$ cat src/rtl/jk_count_ctrl_pkg.sv
// Shared command op codes and sequencer state encodings for the JK counter controller.
package jk_count_ctrl_pkg;

   typedef enum logic [1:0] {
      OP_NOP      = 2'b00,
      OP_LOAD     = 2'b01,
      OP_RUN_UP   = 2'b10,
      OP_RUN_DOWN = 2'b11
   } cmd_op_e;

   typedef enum logic [1:0] {
      S_IDLE = 2'd0,
      S_LOAD = 2'd1,
      S_RUN  = 2'd2,
      S_DONE = 2'd3
   } state_e;

endpackage

$ cat src/rtl/jk_count_ctrl_if.sv
// Valid/ready command channel into the JK counter controller.
interface jk_count_ctrl_if #(
   parameter int WIDTH = 4
);
   logic             cmd_valid;
   logic             cmd_ready;
   logic [1:0]       cmd_op;
   logic [WIDTH-1:0] cmd_data;

   modport master (output cmd_valid, output cmd_op, output cmd_data, input cmd_ready);
   modport slave  (input cmd_valid, input cmd_op, input cmd_data, output cmd_ready);
endinterface

$ cat src/rtl/jk_cell.sv
// Single JK flip-flop, asynchronously cleared to q=0.
module jk_cell (
   input  logic clk,
   input  logic reset,
   input  logic j,
   input  logic k,
   output logic q
);

   always_ff @(posedge clk or posedge reset) begin
      if (reset) begin
         q <= 1'b0;
      end else begin
         case ({j, k})
            2'b01:   q <= 1'b0;
            2'b10:   q <= 1'b1;
            2'b11:   q <= ~q;
            default: q <= q;
         endcase
      end
   end

endmodule

$ cat src/rtl/jk_count_ctrl.sv
// Command sequencer driving a bank of JK cells as a modulo-MODULUS up/down counter.
module jk_count_ctrl
   import jk_count_ctrl_pkg::*;
#(
   parameter int WIDTH   = 4,
   parameter int MODULUS = 10
) (
   input  logic              clk,
   input  logic              reset,
   jk_count_ctrl_if.slave    cmd,
   input  logic              abort,
   output logic [WIDTH-1:0]  count,
   output logic              busy,
   output logic              done,
   output logic              wrap
);

   localparam logic [WIDTH-1:0] MAX_VAL = WIDTH'(MODULUS - 1);

   state_e           state_reg, state_next;
   logic [WIDTH-1:0] data_reg, data_next;
   logic             dir_reg, dir_next;
   logic             wrap_reg, wrap_next;
   logic [WIDTH-1:0] target;
   logic [WIDTH-1:0] j_vec, k_vec;
   cmd_op_e          op;

   assign op = cmd_op_e'(cmd.cmd_op);

   always_ff @(posedge clk or posedge reset) begin
      if (reset) begin
         state_reg <= S_IDLE;
         data_reg  <= '0;
         dir_reg   <= 1'b0;
         wrap_reg  <= 1'b0;
      end else begin
         state_reg <= state_next;
         data_reg  <= data_next;
         dir_reg   <= dir_next;
         wrap_reg  <= wrap_next;
      end
   end

   // data_reg holds the load value in LOAD and the remaining step count in RUN
   always_comb begin
      state_next = state_reg;
      data_next  = data_reg;
      dir_next   = dir_reg;
      wrap_next  = 1'b0;
      target     = count;
      case (state_reg)
         S_IDLE: begin
            if (cmd.cmd_valid) begin
               case (op)
                  OP_LOAD: begin
                     data_next  = cmd.cmd_data;
                     state_next = S_LOAD;
                  end
                  OP_RUN_UP, OP_RUN_DOWN: begin
                     data_next  = cmd.cmd_data;
                     dir_next   = (op == OP_RUN_DOWN);
                     state_next = (cmd.cmd_data == '0) ? S_DONE : S_RUN;
                  end
                  default: ;
               endcase
            end
         end
         S_LOAD: begin
            target     = (data_reg > MAX_VAL) ? MAX_VAL : data_reg;
            state_next = S_IDLE;
         end
         S_RUN: begin
            // abort wins over the final step: no move, no done pulse
            if (abort) begin
               state_next = S_IDLE;
            end else begin
               if (!dir_reg) begin
                  wrap_next = (count == MAX_VAL);
                  target    = (count == MAX_VAL) ? '0 : count + WIDTH'(1);
               end else begin
                  wrap_next = (count == '0);
                  target    = (count == '0) ? MAX_VAL : count - WIDTH'(1);
               end
               data_next = data_reg - WIDTH'(1);
               if (data_reg == WIDTH'(1)) begin
                  state_next = S_DONE;
               end
            end
         end
         S_DONE: begin
            state_next = S_IDLE;
         end
         default: begin
            state_next = S_IDLE;
         end
      endcase
   end

   // Only set or clear bits that differ, so the toggle code is never produced
   for (genvar gi = 0; gi < WIDTH; gi++) begin : g_bank
      assign j_vec[gi] = target[gi] & ~count[gi];
      assign k_vec[gi] = ~target[gi] & count[gi];

      jk_cell u_cell (
         .clk   (clk),
         .reset (reset),
         .j     (j_vec[gi]),
         .k     (k_vec[gi]),
         .q     (count[gi])
      );
   end

   assign cmd.cmd_ready = (state_reg == S_IDLE);
   assign busy          = (state_reg != S_IDLE);
   assign done          = (state_reg == S_DONE);
   assign wrap          = wrap_reg;

endmodule

$ cat src/flat_wrapper.sv
// flat-port wrapper written by rule: the top's interface ports become plain ports
module jk_count_ctrl_flat import jk_count_ctrl_pkg::*;
#(
   parameter int WIDTH   = 4,
   parameter int MODULUS = 10
)
  (clk, reset, abort, count, busy, done, wrap, cmd_cmd_valid, cmd_cmd_op, cmd_cmd_data, cmd_cmd_ready);
  jk_count_ctrl_if #(.WIDTH(WIDTH)) cmd_i ();
  input  logic clk;
  input  logic reset;
  input  logic abort;
  output logic [WIDTH-1:0] count;
  output logic busy;
  output logic done;
  output logic wrap;
  input wire logic [$bits(cmd_i.cmd_valid)-1:0] cmd_cmd_valid;
  input wire logic [$bits(cmd_i.cmd_op)-1:0] cmd_cmd_op;
  input wire logic [$bits(cmd_i.cmd_data)-1:0] cmd_cmd_data;
  output wire logic [$bits(cmd_i.cmd_ready)-1:0] cmd_cmd_ready;
  assign cmd_i.cmd_valid = cmd_cmd_valid;
  assign cmd_i.cmd_op = cmd_cmd_op;
  assign cmd_i.cmd_data = cmd_cmd_data;
  assign cmd_cmd_ready = cmd_i.cmd_ready;
  jk_count_ctrl #(.WIDTH(WIDTH), .MODULUS(MODULUS)) u_core (.clk(clk), .reset(reset), .cmd(cmd_i), .abort(abort), .count(count), .busy(busy), .done(done), .wrap(wrap));
endmodule
$ cat config.mk
export PLATFORM = sky130hd
export DESIGN_NAME = jk_count_ctrl_flat
export DESIGN_NICKNAME = d
export VERILOG_FILES = /design/src/rtl/jk_count_ctrl_pkg.sv /design/src/rtl/jk_count_ctrl_if.sv /design/src/rtl/jk_cell.sv /design/src/rtl/jk_count_ctrl.sv /design/src/flat_wrapper.sv
export SDC_FILE = /design/constraint.sdc
export NUM_CORES = 1
export LEC_CHECK = 0
export CAP_MARGIN = 40
export CORE_MARGIN = 2
export CORE_UTILIZATION = 54
export CTS_CLUSTER_DIAMETER = 40
export DETAILED_ROUTE_END_ITERATION = 7
export GPL_ROUTABILITY_DRIVEN = 0
export HOLD_SLACK_MARGIN = 0.06
export MAX_ROUTING_LAYER = met4
export PLACE_DENSITY = 0.8
export SLEW_MARGIN = 25
export SYNTH_ARGS = -nofsm -noshare
export SYNTH_HDL_FRONTEND = slang
export SYNTH_SLANG_ARGS = --single-unit
$ cat constraint.sdc
create_clock -name clk -period 3.7 [get_ports clk]
set_clock_uncertainty 0.1 [all_clocks]
set_input_delay 0.74 -clock clk [delete_from_list [all_inputs] [get_ports clk]]
set_output_delay 0.74 -clock clk [all_outputs]
set_load 0.02 [all_outputs]
==> impl_metrics.yaml <==
outcome:
  status: "finished, final reports clean"
cts:
  ctsResizeCount: 0
  cts_sinks: 12
  h-tree-depth: 1
  clk_pin_slew_ps: 80
  root_buffer: "clkbuf_4"
  cts.path.max_buffers: 2
  postCtsSetupRepairBufs: 0
  clkLatencyLatePin_ps: 280
  cts_tree: "yes"
  hold_buffers: 0
  cts_buffers: 3
power_and_ir_drop:
  vdd_drop_max_v: 0.0005315
  powerDensity_mw_per_mm2: 791.5
  leakage_nw: 0.5503
routing:
  vias: 936
  drtIter0Drc: 30
  drt_first_pass_iters: 4
  avgRoutedWirePerCell_um: 13.85
  detail-route-antenna-nets: 0
  via_per_inst: 5.707
  wirelength_um: 2271
  drc: 0
grt:
  grt_pass1_vias: 918
  busiest_layer: "met2"
  grt_first_pass_wirelength_um: 3912
  grt_util_all_layers: 0.2087
  overflow: 0
  met3_usage: 0.01840
  met2_usage: 0.3716
  grt_use_met1: 0.2563
  antenna_found_initial: 0
  grt_max_degree: 14
setup_path:
  cp_data_arrival_time_ps: 1880
  r2r-start: "u_core.state_reg[0]"
  critPathCaptureType: "output pin"
  cp-start-kind: "flop"
  slowest_delay_ps: 670
  reg2reg_depth: 7
  r2r-end: "u_core.g_bank[1].u_cell.q"
  r2r_slack_ps: 1060
  crit_path_max_fanout: 10
  critPathSlowestCell: "clkdlybuf4s50_1"
  cp_data_required_time_ps: 2860
  path_class: "reg -> out"
  crit_chain: "inv_1 > ha_1 > clkdlybuf4s50_1"
cells_and_area:
  diodes: 0
  seqCellArea_um2: 300.3
  drive_above_1_share: 0.1314
  fill_cells: 171
  layout.cells.non_filler: 164
  fin_nets: 161
  multi_input_area_um2: 700.7
  syn2layout_area_growth_pct: 15.77
  finalInstanceArea_mm2: 0.001286
yosys:
  synth_nets: 148
  synth.avg_cell_area_um2: 8.889
  ys_types: 41
  synthFlopType: "dfrtp_1"
  ys_seq_area_frac: 0.2703
  syn_inst: 125
  async_flop_share: 1.000
  synth_area_mm2: 0.001111
  yosys_warnings: 0
  ys_ff_latch: 12
  synth_edf_count: 0
sta:
  fmax_mhz: 368.0
  fin_crit_ps: 2717
  hold_viol: 0
  final-setup-viol-count: 0
  worst_pin_slew_ps: 470.8
  relSlewSlack: 0.6858
  rsz0062_at_grt: "no"
  fin_crit_sh: 0.7344
  finalSetupTns_ps: 0
  maxSlewViolCount: 0
place:
  place_inst: 160
  portBuffers: 17
  post_dp_cell_area_mm2: 0.001250
  hpwl_um: 1740
die:
  io_pins: 18
  core_area_mm2: 0.001942
  rows: 16
  dieArea_mm2: 0.002436
  die_w_um: 49.36
  die_y_um: 49.36
  start_util: 0.5722
worst_hold_path:
  min_from: "u_core.data_reg[1]"
  holdPathStages: 2
  hold_end: "u_core.data_reg[1]"
  hold_path_class: "reg -> reg"
run:
  maxCapViolations: 0
## cells by family after synthesis
| group | count (synthesis) | synth area share |
|---|---|---|
| compound gates | 32 | 0.2095 |
| xor+xnor | 1 | 0.007884 |
| fa+ha+maj | 13 | 0.1464 |
| buf+inv | 21 | 0.09909 |
| flops | 12 | 0.2703 |
| mux | 8 | 0.07996 |
| simple gates | 38 | 0.1869 |
## cell usage in the layout (no fill, tap or decap), types with 3 or more instances in the layout
master	count
a21oi_1	8
clkbuf_4	3
clkdlybuf4s50_1	17
dfrtp_1	12
ha_1	13
inv_1	12
mux2_2	7
nand2_1	7
nand2b_1	3
nor2_1	11
o21ai_0	9
## through the flow
stage	worst slack, ps	power, W	util	hold slack (ps)
after floorplan	1478	0.0007802	-	383.0
after global placement	980.4	0.0008791	0.6437	424.5
after detailed placement	880.1	0.0009082	0.6437	438.2
after CTS	991.9	0.001019	0.6624	456.0
after global routing	916.9	0.001109	0.6624	524.3
final	982.6	0.001018	0.6624	452.0
## synth_stat cells (2+ instances only)
| library cell | count | area, um2 |
|---|---|---|
| inv_1 | 12 | 45.04 |
| buf_4 | 6 | 45.04 |
| dfrtp_1 | 12 | 300.3 |
| nor2_1 | 11 | 41.29 |
| nand4_1 | 2 | 12.51 |
| nand2_1 | 7 | 26.28 |
| o21ai_0 | 9 | 45.04 |
| mux2_2 | 7 | 78.83 |
| or3_1 | 2 | 12.51 |
| ha_1 | 13 | 162.7 |
| nand3b_1 | 2 | 15.01 |
| nand2b_1 | 3 | 18.77 |
| a21oi_1 | 8 | 40.04 |
| nand3_1 | 2 | 10.01 |
| nor3b_1 | 2 | 15.01 |
| a31oi_1 | 2 | 12.51 |
## how the worst max path moves through the flow
stage,from,to,slack [ps],cells past startpoint
after detailed placement,abort,u_core.g_bank[1].u_cell.q,880,6
after global routing,u_core.state_reg[0],cmd_cmd_ready,920,3
after global placement,abort,u_core.g_bank[1].u_cell.q,980,6
final,u_core.state_reg[0],cmd_cmd_ready,980,3
after CTS,u_core.state_reg[0],cmd_cmd_ready,990,3
after floorplan,abort,u_core.g_bank[1].u_cell.q,1480,5
## layout make-up
cell class,count,share of cell area
multi-input combinational,92,0.5447
tap,27,0.02626
inverter,12,0.03502
timing repair buffer,17,0.1323
sequential,12,0.2335
clock buffer,4,0.02821
## where the power goes
part / total [W] / leakage (nW) / switching, W / internal [W]
logic: 0.000630 / 0.377 / 0.000320 / 0.000310
registers: 0.000284 / 0.152 / 0.0000998 / 0.000184
clock network: 0.000104 / 0.0210 / 0.0000447 / 0.0000598
total: 0.00102 / 0.550 / 0.000464 / 0.000554
## routing by layer
layer / part of all wire / routed length (um)
met4: 0.0092 / 21
met1: 0.46 / 1037
met5: 0 / 0
met2: 0.51 / 1160
met3: 0.022 / 51
## critical path: cells and delay by family (launching register included)
kind,cells,cell delay (ps)
adders and majority gates,1,360
buffers and inverters,2,790
DFF,1,440
Note: power is estimated with default switching activity, not from simulation.
==> RTL edit (config.mk and constraints unchanged) <==
`WIDTH` is set to 4 in 3 places; all go to 6.
--- a/src/rtl/jk_count_ctrl_if.sv
+++ b/src/rtl/jk_count_ctrl_if.sv
@@ -1,6 +1,6 @@
 // Valid/ready command channel into the JK counter controller.
 interface jk_count_ctrl_if #(
-   parameter int WIDTH = 4
+   parameter int WIDTH = 6
 );
    logic             cmd_valid;
    logic             cmd_ready;
--- a/src/rtl/jk_count_ctrl.sv
+++ b/src/rtl/jk_count_ctrl.sv
@@ -2,7 +2,7 @@
 module jk_count_ctrl
    import jk_count_ctrl_pkg::*;
 #(
-   parameter int WIDTH   = 4,
+   parameter int WIDTH   = 6,
    parameter int MODULUS = 10
 ) (
    input  logic              clk,
--- a/src/flat_wrapper.sv
+++ b/src/flat_wrapper.sv
@@ -1,7 +1,7 @@
 // flat-port wrapper written by rule: the top's interface ports become plain ports
 module jk_count_ctrl_flat import jk_count_ctrl_pkg::*;
 #(
-   parameter int WIDTH   = 4,
+   parameter int WIDTH   = 6,
    parameter int MODULUS = 10
 )
   (clk, reset, abort, count, busy, done, wrap, cmd_cmd_valid, cmd_cmd_op, cmd_cmd_data, cmd_cmd_ready);
Interface: changed (resized cmd_cmd_data and count); port bits go from 18 to 22. No check against the original RTL was run, so the function may have changed too.
==> RTL edit against the original RTL <==
  * Worst setup slack improved by 0.028 ns
  * Sequential share of layout area grew 0.27 points
  * Wire length rose by 46%
  * Final cell count up 32%
  * Critical path depth is 5 higher
  * Die area grew 32%
  * Non-clock buffer count is 4 higher
  * Sequential cell count increased by 4
  * Power up 15%
  * Area after synthesis is 35% higher
  * Sequential power up 18%
  * Design area grew 32%
  * Via count grew 43%
==> RTL edit: results (changes against the original RTL) <==
Global Route Usage Sum=0.231 (+0.0225); post-route antenna net violation count=0 (unchanged); Slew headroom=0.565 (-0.120); clock latency on the worst-skew pair=0.29 ns; DP Wirelength=2470 um (+42%); Num CTS Buffers=3 (unchanged); initial antenna violation count=0 (unchanged); layout cells sized above 1=0.0973 (-0.0341); synth cell count leaders=dfrtp_1 (16), nand2_1 (16), ha_1 (15); first-pass iteration count of the detailed router=4 (unchanged); slowest cell on the critical path=ha_1; diode count=0 (unchanged); post-synth cell types=47 (+15%); asr flop ratio synth=1.00 (unchanged); outcome=complete, no violations; CTS max path bufs=2 (unchanged); Critical Path AT=2.77 ns (+0.89 ns); warnings from Yosys=0 (unchanged); post-synth net total=202 (+36%); clock root buffer=clkbuf_4; first-pass GRT wire length=5790 um (+48%); I/O Buffers=21 (+4); Max stage delay on crit path=0.58 ns (-0.09 ns); final WL=3310 um (+46%); Worst-path clk slew=0.10 ns (+0.02 ns); Via Count=1,340 (+43%); worst-path fanout max=20 (+10); synth top area cells=dfrtp_1 (27%), ha_1 (12%), mux2_2 (6.7%); main flop type after synthesis=dfrtp_1; largest net degree at the start of global routing=21 (+7); Hold Crit Class=reg2reg; DR iter-0 viols=62 (+110%); Pint=622 uW (+12%); leak pwr=0.000729 uW (+32%); post-synthesis sequential area ratio=0.266 (-0.00405); nets@finish=213 (+32%); # fillers=244 (+43%); worst ir drop on vdd=475 uV (-11%)
-- RTL edit: path summary, 6_finish.rpt --
check | start | to | slack [ns] | cells past startpoint
max in group asynchronous | reset | u_core.data_reg[2] | 2.36 | 2
setup reg to reg | u_core.state_reg[0] | u_core.g_bank[3].u_cell.q | 1.01 | 8
hold / removal | u_core.data_reg[1] | u_core.data_reg[1] | 0.46 | 2
setup / recovery | u_core.state_reg[0] | u_core.g_bank[3].u_cell.q | 1.01 | 8
hold reg to reg | u_core.data_reg[1] | u_core.data_reg[1] | 0.46 | 2
min in group asynchronous | reset | u_core.g_bank[4].u_cell.q | 0.72 | 2
-- RTL edit: power groups by stage --
stage          Sequential [uW]  Combinational, uW  Clock (uW)
3_5_place_dp               336                713           0
3_3_place_gp               329                695           0
2_1_floorplan              290                586           0
5_1_grt                    348                803         131
4_1_cts                    332                721         122
6_report                   335                722         117
-- RTL edit: per-layer routing --
metal / track usage / wire [um] / vias to the layer above
li1: - / - / 652
met1: 0.290 / 1460 / 641
met2: 0.375 / 1620 / 37
met3: 0.0253 / 139 / 10
met4: 0.103 / 88 / 0
met5: - / 0 / -
-- RTL edit: cell families (layout without fill, tap and decap cells) --
group	after synthesis	count (layout)	share of synthesized area
simple gates	58	58	0.213
compound gates	44	44	0.206
buf+inv	29	39	0.0973
flops	16	16	0.266
fa+ha+maj	15	15	0.125
mux	11	11	0.0807
xor+xnor	2	2	0.0116
-- RTL edit: cell type report --
class	instances	share of cell area
Clock buffer	4	0.0214
Inverter	14	0.0310
Multi-Input combinational cell	130	0.565
Sequential cell	16	0.236
Tap cell	31	0.0229
Timing Repair Buffer	21	0.124
-- RTL edit: critical path: cells and delay by family (launching register included) --
| kind | cells | cell delay, ns |
|---|---|---|
| adders and majority gates | 2 | 0.84 |
| AOI/OAI and AO/OA | 3 | 0.61 |
| DFF | 1 | 0.42 |
| muxes | 1 | 0.27 |
| and+or+nand+nor | 1 | 0.24 |
| buffers and inverters | 1 | 0.09 |
-- RTL edit: per-stage QoR --
stage          cells  worst slack [ns]  power, uW  instance area, um^2  hold slack, ns
5_1_grt          216             0.754       1280                 1700           0.485
2_1_floorplan    175              1.28        875                 1500           0.386
6_report         216              1.01       1170                 1700           0.465
4_1_cts          216              1.02       1170                 1700           0.472
3_5_place_dp     212             0.774       1050                 1660           0.440
3_3_place_gp     212             0.806       1020                 1660           0.440
